`src/rtl/imem_pkg.sv`:
```
// Shared definitions for the instruction-memory loader and the byte-wide
// instruction memory it feeds.
package imem_pkg;

    localparam int BYTES_PER_WORD   = 4;
    localparam int IMEM_DEPTH_BYTES = 32;

    typedef enum logic [1:0] {
        ST_IDLE      = 2'd0,
        ST_WAIT_WORD = 2'd1,
        ST_WRITE     = 2'd2,
        ST_DONE      = 2'd3
    } state_t;

endpackage

```
`src/rtl/imem_loader.sv`:
```
// Serialises 32-bit instruction words from a valid/ready stream into four
// little-endian byte writes, holding the CPU off fetch while a load runs.
module imem_loader
    import imem_pkg::*;
#(
    parameter int DEPTH_BYTES = IMEM_DEPTH_BYTES
) (
    input  logic        clk,
    input  logic        reset,
    input  logic        start,
    input  logic [31:0] start_addr,
    input  logic        word_valid,
    input  logic [31:0] word_data,
    input  logic        word_last,
    output logic        word_ready,
    output logic        mem_we,
    output logic [31:0] mem_addr,
    output logic [7:0]  mem_wdata,
    output logic        busy,
    output logic        cpu_hold,
    output logic        done,
    output logic        err,
    output logic [31:0] words_loaded
);

    localparam logic [31:0] DEPTH_LIMIT = 32'(DEPTH_BYTES);
    localparam logic [31:0] WORD_STEP   = 32'(BYTES_PER_WORD);

    state_t      state_q;
    state_t      state_d;
    logic [31:0] ptr_q;
    logic [1:0]  idx_q;
    logic [31:0] word_q;
    logic        last_q;
    logic        err_q;
    logic [31:0] cnt_q;

    logic [31:0] start_aligned;
    logic        start_ovf;
    logic [31:0] ptr_next;
    logic        byte_last;
    logic        limit_hit;

    assign start_aligned = start_addr & ~32'h3;
    assign start_ovf     = (start_aligned >= DEPTH_LIMIT);
    assign ptr_next      = ptr_q + WORD_STEP;
    assign byte_last     = (idx_q == 2'd3);
    assign limit_hit     = (ptr_next == DEPTH_LIMIT);

    always_ff @(posedge clk) begin
        if (reset) begin
            state_q <= ST_IDLE;
        end else begin
            state_q <= state_d;
        end
    end

    always_comb begin
        state_d    = state_q;
        word_ready = 1'b0;
        mem_we     = 1'b0;
        mem_addr   = '0;
        mem_wdata  = '0;
        busy       = (state_q != ST_IDLE);
        cpu_hold   = (state_q != ST_IDLE);
        done       = 1'b0;
        err        = err_q;
        words_loaded = cnt_q;

        case (state_q)
            ST_IDLE: begin
                if (start) begin
                    state_d = start_ovf ? ST_DONE : ST_WAIT_WORD;
                end
            end
            ST_WAIT_WORD: begin
                word_ready = 1'b1;
                if (word_valid) begin
                    state_d = ST_WRITE;
                end
            end
            ST_WRITE: begin
                mem_we    = 1'b1;
                mem_addr  = ptr_q + 32'(idx_q);
                mem_wdata = word_q[{idx_q, 3'b000} +: 8];
                if (byte_last) begin
                    state_d = (last_q || limit_hit) ? ST_DONE : ST_WAIT_WORD;
                end
            end
            ST_DONE: begin
                done    = 1'b1;
                state_d = ST_IDLE;
            end
            default: begin
                state_d = ST_IDLE;
            end
        endcase
    end

    // Control registers: pointer, byte index, last flag, error and word count.
    always_ff @(posedge clk) begin
        if (reset) begin
            ptr_q  <= '0;
            idx_q  <= '0;
            last_q <= 1'b0;
            err_q  <= 1'b0;
            cnt_q  <= '0;
        end else begin
            case (state_q)
                ST_IDLE: begin
                    if (start) begin
                        ptr_q <= start_aligned;
                        err_q <= start_ovf;
                        cnt_q <= '0;
                    end
                end
                ST_WAIT_WORD: begin
                    if (word_valid) begin
                        last_q <= word_last;
                        idx_q  <= '0;
                    end
                end
                ST_WRITE: begin
                    idx_q <= idx_q + 2'd1;
                    if (byte_last) begin
                        ptr_q <= ptr_next;
                        cnt_q <= cnt_q + 32'd1;
                        // A word flagged last ends cleanly even if it fills memory.
                        err_q <= !last_q && limit_hit;
                    end
                end
                default: begin
                end
            endcase
        end
    end

    // Word holding register is pure data; output gating hides it outside WRITE.
    always_ff @(posedge clk) begin
        if (state_q == ST_WAIT_WORD && word_valid) begin
            word_q <= word_data;
        end
    end

endmodule

```
`config.mk`:
```
export PLATFORM = sky130hd
export DESIGN_NAME = imem_loader
export DESIGN_NICKNAME = d
export VERILOG_FILES = /design/src/rtl/imem_pkg.sv /design/src/rtl/imem_loader.sv
export SDC_FILE = /design/constraint.sdc
export NUM_CORES = 1
export LEC_CHECK = 0
export ABC_AREA = 1
export BUFFER_PORTS_ARGS = -buffer_cell sky130_fd_sc_hd__buf_2
export CAP_MARGIN = 30
export CORE_ASPECT_RATIO = 1.25
export CORE_MARGIN = 8
export CORE_UTILIZATION = 47
export CTS_CLUSTER_SIZE = 30
export DETAILED_ROUTE_END_ITERATION = 10
export GPL_TIMING_DRIVEN = 1
export PLACE_DENSITY_LB_ADDON = 0.25
export SYNTH_ARGS = -nofsm -noshare
export SYNTH_HDL_FRONTEND = slang
export SYNTH_SLANG_ARGS = --single-unit
```
`constraint.sdc`:
```
create_clock -name clk -period 3.2 [get_ports clk]
set_clock_uncertainty 0.05 [all_clocks]
set_input_delay 0.96 -clock clk [delete_from_list [all_inputs] [get_ports clk]]
set_output_delay 0.96 -clock clk [all_outputs]
set_load 0.1 [all_outputs]
```
# Yosys cells after proc, flatten, opt, wreduce, memory -nomap -nowiden
# Index checks and enable logic that the tools add are counted.
# word_totals
reg_bits,102
output_inout_bits,78
wordCells,55
in_bits,69
# op_classes
order_cmp,1
n_shift,1
muxes,22
n_reduce_logical,12
add_sub_neg,4
n_eq_ne,8
# op_table
op,n
$mux W32,5
$pmux W32 S2,2
$add A32 B1 Y32 const B,1
$add A32 B2 Y32,1
$add A32 B3 Y32 const B,1
$eq A32 B6 Y1 const B,1
$ge A32 B6 Y1 const B,1
$shiftx A32 B6 Y8,1
$mux W2,6
$mux W8,1
$pmux W2 S4,1
$eq A2 B2 Y1 const B,3
$ne A2 B2 Y1 const B,3
$reduce_and A3 Y1,2
$reduce_bool A2 Y1,3
$mux W1,5
$pmux W2 S2,1
$reduce_and A2 Y1,2
$add A2 B1 Y2 const B,1
$eq A2 B1 Y1 const B,1
$logic_and A1 B1 Y1,2
$logic_not A2 Y1,1
$pmux W1 S2,1
$logic_not A1 Y1,1
$logic_or A1 B1 Y1,1

# Logic depth before layout (Yosys ltp)
# logic_depth
depth_word,6
mapped_depth,15
ltp_nobuf,15

# Least setup slack after synthesis
# OpenSTA, ideal clock, no wires.
# synth_timing
kind,flip-flop to output port
start,register idx_q[0]
end,output mem_wdata[6]
arrival_ps,2570
stages_incl_launch_ff,7
path_slack_ps,-380
path_cell_list,dfxtp_1 > clkbuf_1 > clkbuf_1 > nor2_1 > nor2_1 > o21ai_0 > a21oi_1
# synth_between
elab_chain_cells,2
# synth_lines
element,line_no,text
start: declaration,imem_loader.sv:32,logic [1:0] idx_q;
start signal: assignment,imem_loader.sv:124,idx_q <= idx_q + 2'd1;
$shiftx A32 B6 Y8,imem_loader.sv:85,"mem_wdata = word_q[{idx_q, 3'b000} +: 8];"
$mux W8,imem_loader.sv:70,case (state_q)
end: declaration,imem_loader.sv:18,"output logic [7:0] mem_wdata,"
# No other way between the ends.

# Worst setup path after layout
# layout_timing
start,register idx_q[0]
end,output mem_wdata[2]
# Same word-level chain as after synthesis.

==> run_results.csv <==
group,metric,value,unit
die,num_io_pins,147,
logic_synthesis,synth_compound_area_share,14.3,%
routing,drc,0,
timing,rsz0062_at_grt,"no",
place,portBuffers,144,
pwr,combPwrFrac,42.5,%
routing,drtIter0Drc,433,
logic_synthesis,synth_adder_area_share,0.834,%
timing,slew-limit-headroom,65.8,%
timing,period_minus_slack,2.87,ns
logic_synthesis,synth_nets,976,
cts,postCtsSetupBuffers,0,
cts,cts.sinks,100,
setup_path,worstSetupStartpointType,"register",
setup_path,path_cells,"inv_1 -> o21ai_0 -> a21oi_1 -> buf_12",
cts,ctsRootBufferMaster,"clkbuf_16",
cts,clock_latency,0.35,ns
routing,detail_route.vias_per_cell,5.28,
global_routing,antenna_found_initial,0,
pwr,p_leak,3.06,nW
hold_path,hold_class,"reg -> reg",
logic_synthesis,avgSynthCellArea,6.65,um2
logic_synthesis,yosys.area_share.xor_xnor,1.46,%
global_routing,grt-ovfl-total,0,
setup_path,path_buf_inv,2,
setup_path,critPathKind,"reg -> out",
global_routing,gr-max-usage-layer,"met2",
cts,cts.htree.levels,3,
setup_path,end_kind,"primary output",
global_routing,grt_max_degree,50,
setup_path,crit_family,"buffers and inverters",
flow_run,drv_cap,0,
die,die_x,117,um
place,pre_cts_ws,0.614,ns
logic_synthesis,yosys_warnings,0,
logic_synthesis,ys_seq_area_share,38.7,%
final_layout,drive_above_1_share,22.9,%
routing,ant_nets,0,
logic_synthesis,synth-async-reset-ratio,0,%
pwr,ir_drop,0.000444,V
timing,finalWorstSetupSlack,0.334,ns
pwr,p_sw_share,44.4,%
final_layout,nNetsFinal,1110,
setup_path,worstPathRequired,2.19,ns
logic_synthesis,ys_types,37,
logic_synthesis,synth_top_area_cell,"dfxtp_1",
logic_synthesis,synth_simple_gate_area_share,37.0,%
place,place.gp.congestion,0.967,
logic_synthesis,ys_ff_latch,100,
global_routing,use_met3,4.54,%
logic_synthesis,netlist_area,6000,um2
timing,setup_tns,0,ns
cts,clk_pin_slew,0.08,ns
setup_path,worst-path-max-fanout,17,
global_routing,met2_usage,39.6,%
logic_synthesis,synthTopCellsByArea,"dfxtp_1 (23%), edfxtp_1 (16%), nand2_1 (13%)",
setup_path,slowest_delay,0.38,ns
outcome,run_status,"finished clean",
timing,final_max_slew_viol_count,0,
logic_synthesis,synth_edf_count,32,
die,initial_utilization,47.6,%
die,placementRows,46,
logic_synthesis,synth_top_family_by_area,"simple AND/OR/NAND/NOR gates",
die,die_h,142,um
timing,report.final.setup_viol,0,
cts,cts_hold_buf,0,
final_layout,fill_cells,1141,
routing,routed_wl,18.8,mm
final_layout,mostFrequentLayoutCells,"nand2_1 (204), nor2_1 (145), buf_2 (103), inv_1 (81)",
routing,routedWlPerCell,15.5,um
cts,clockBufferDepth,2,
logic_synthesis,syn_inst,903,
pwr,seq_power_share,33.6,%
logic_synthesis,synth_ff_type,"dfxtp_1",
die,core,12600,um2
routing,drt-pass1-iter-count,6,
timing,clock.fmax,349,MHz
global_routing,grt_pass1_wl,29.6,mm
cts,cts_buffers,9,
die,die-area,16700,um2
routing,vias,6388,
logic_synthesis,synth.area.mux_share,0,%
timing,tightest_slew,0.516,ns
timing,hold_violations,0,
cts,cts_tree,"yes",
pwr,cellPowerDensity,585,nW/um2
pwr,cell_internal_pwr,2.56,mW
place,placed_cell_area,7580,um2
pwr,p_sw,2.05,mW
final_layout,final_common_cell,"nand2_1",
pwr,clkPwrFrac,23.9,%
cts,cts_resized,0,
final_layout,area_delta_synth_final,31.2,%
setup_path,cp.arrival,1.86,ns
final_layout,antenna_cells,0,
global_routing,met1_usage,25.6,%
place,detailed_place_hpwl,14.6,mm
timing,post-route-period-util,89.6,%
global_routing,grt_use_total,22.8,%
final_layout,final_area,7880,um2
global_routing,first_global_vias,6043,
logic_synthesis,yosysTopAreaCellShare,22.7,%
final_layout,finish.utilization,62.5,%
setup_path,cpMaxStageDelayCell,"inv_1",
## final timing paths
check	from	to	slack [ns]	depth (start not counted)
min	ptr_q[31]	ptr_q[31]	0.43	2
max reg2reg	ptr_q[3]	state_q[1]	0.74	15
min reg2reg	ptr_q[31]	ptr_q[31]	0.43	2
max	idx_q[0]	mem_wdata[2]	0.33	4
## cell families after synthesis
kind of cell               Yosys count
xor gates and xnor gates            10
buffers and inverters              120
AOI/OAI and AO/OA                  162
DFF                                100
and+or+nand+nor                    507
adders and majority gates            4
## area by class of cell
| class | instances | area, um2 | area share, % |
|---|---|---|---|
| multi-input cells | 683 | 3300 | 41.9 |
| clock buffers | 9 | 225 | 2.86 |
| well taps | 168 | 210 | 2.67 |
| repair buffers | 156 | 1430 | 18.1 |
| clock inverters | 7 | 68.8 | 0.874 |
| flip-flops and latches | 100 | 2320 | 29.5 |
| inverters | 87 | 327 | 4.15 |
## worst min-delay path, cell delays in order, from the launching register on
cell,delay [ns]
dfxtp_1,0.33
nand2_1,0.06
a21oi_1,0.05
## flip-flops by register name, indices dropped and copies added, names as in the netlist
| name | cells |
|---|---|
| err | 1 |
| idx_q | 2 |
| last_q | 1 |
| ptr_q | 30 |
| state_q | 2 |
| word_q | 32 |
| words_loaded | 32 |
## per-layer routing
metal | wire (um) | vias to the layer above | part of all wire [%]
met4 | 725 | 0 | 3.9
li1 | - | 3257 | -
met5 | 0 | - | 0
met1 | 7490 | 2875 | 40
met3 | 1250 | 38 | 6.6
met2 | 9360 | 218 | 50
## power by group through the flow
stage	registers [mW]	clock network, mW	logic (mW)
final	1.55	1.10	1.96
after global routing	1.57	1.16	2.10
after CTS	1.54	1.12	1.97
after detailed placement	1.57	0	1.96
after global placement	1.57	0	1.94
after floorplan	1.56	0	1.36
## through the flow
stage	power [mW]	hold slack, ns	cells
after floorplan	2.91	0.394	903
after global placement	3.51	0.420	1194
after detailed placement	3.53	0.424	1194
after CTS	4.63	0.436	1210
after global routing	4.83	0.465	1210
final	4.61	0.434	1210
## synth_stat cells, types with 3 or more instances
library cell,number
a211oi_1,3
a21oi_1,63
buf_1,4
buf_2,4
clkbuf_1,23
dfxtp_1,68
edfxtp_1,32
ha_1,4
inv_1,82
inv_2,4
nand2_1,204
nand2_2,7
nand3_1,39
nand3_2,4
nand3b_1,3
nand4_1,16
nor2_1,174
nor2_2,8
nor2_4,7
nor3_1,28
nor4_1,10
o21ai_0,68
o22ai_1,20
xor2_1,8
Power figures use the tool's default switching activity.
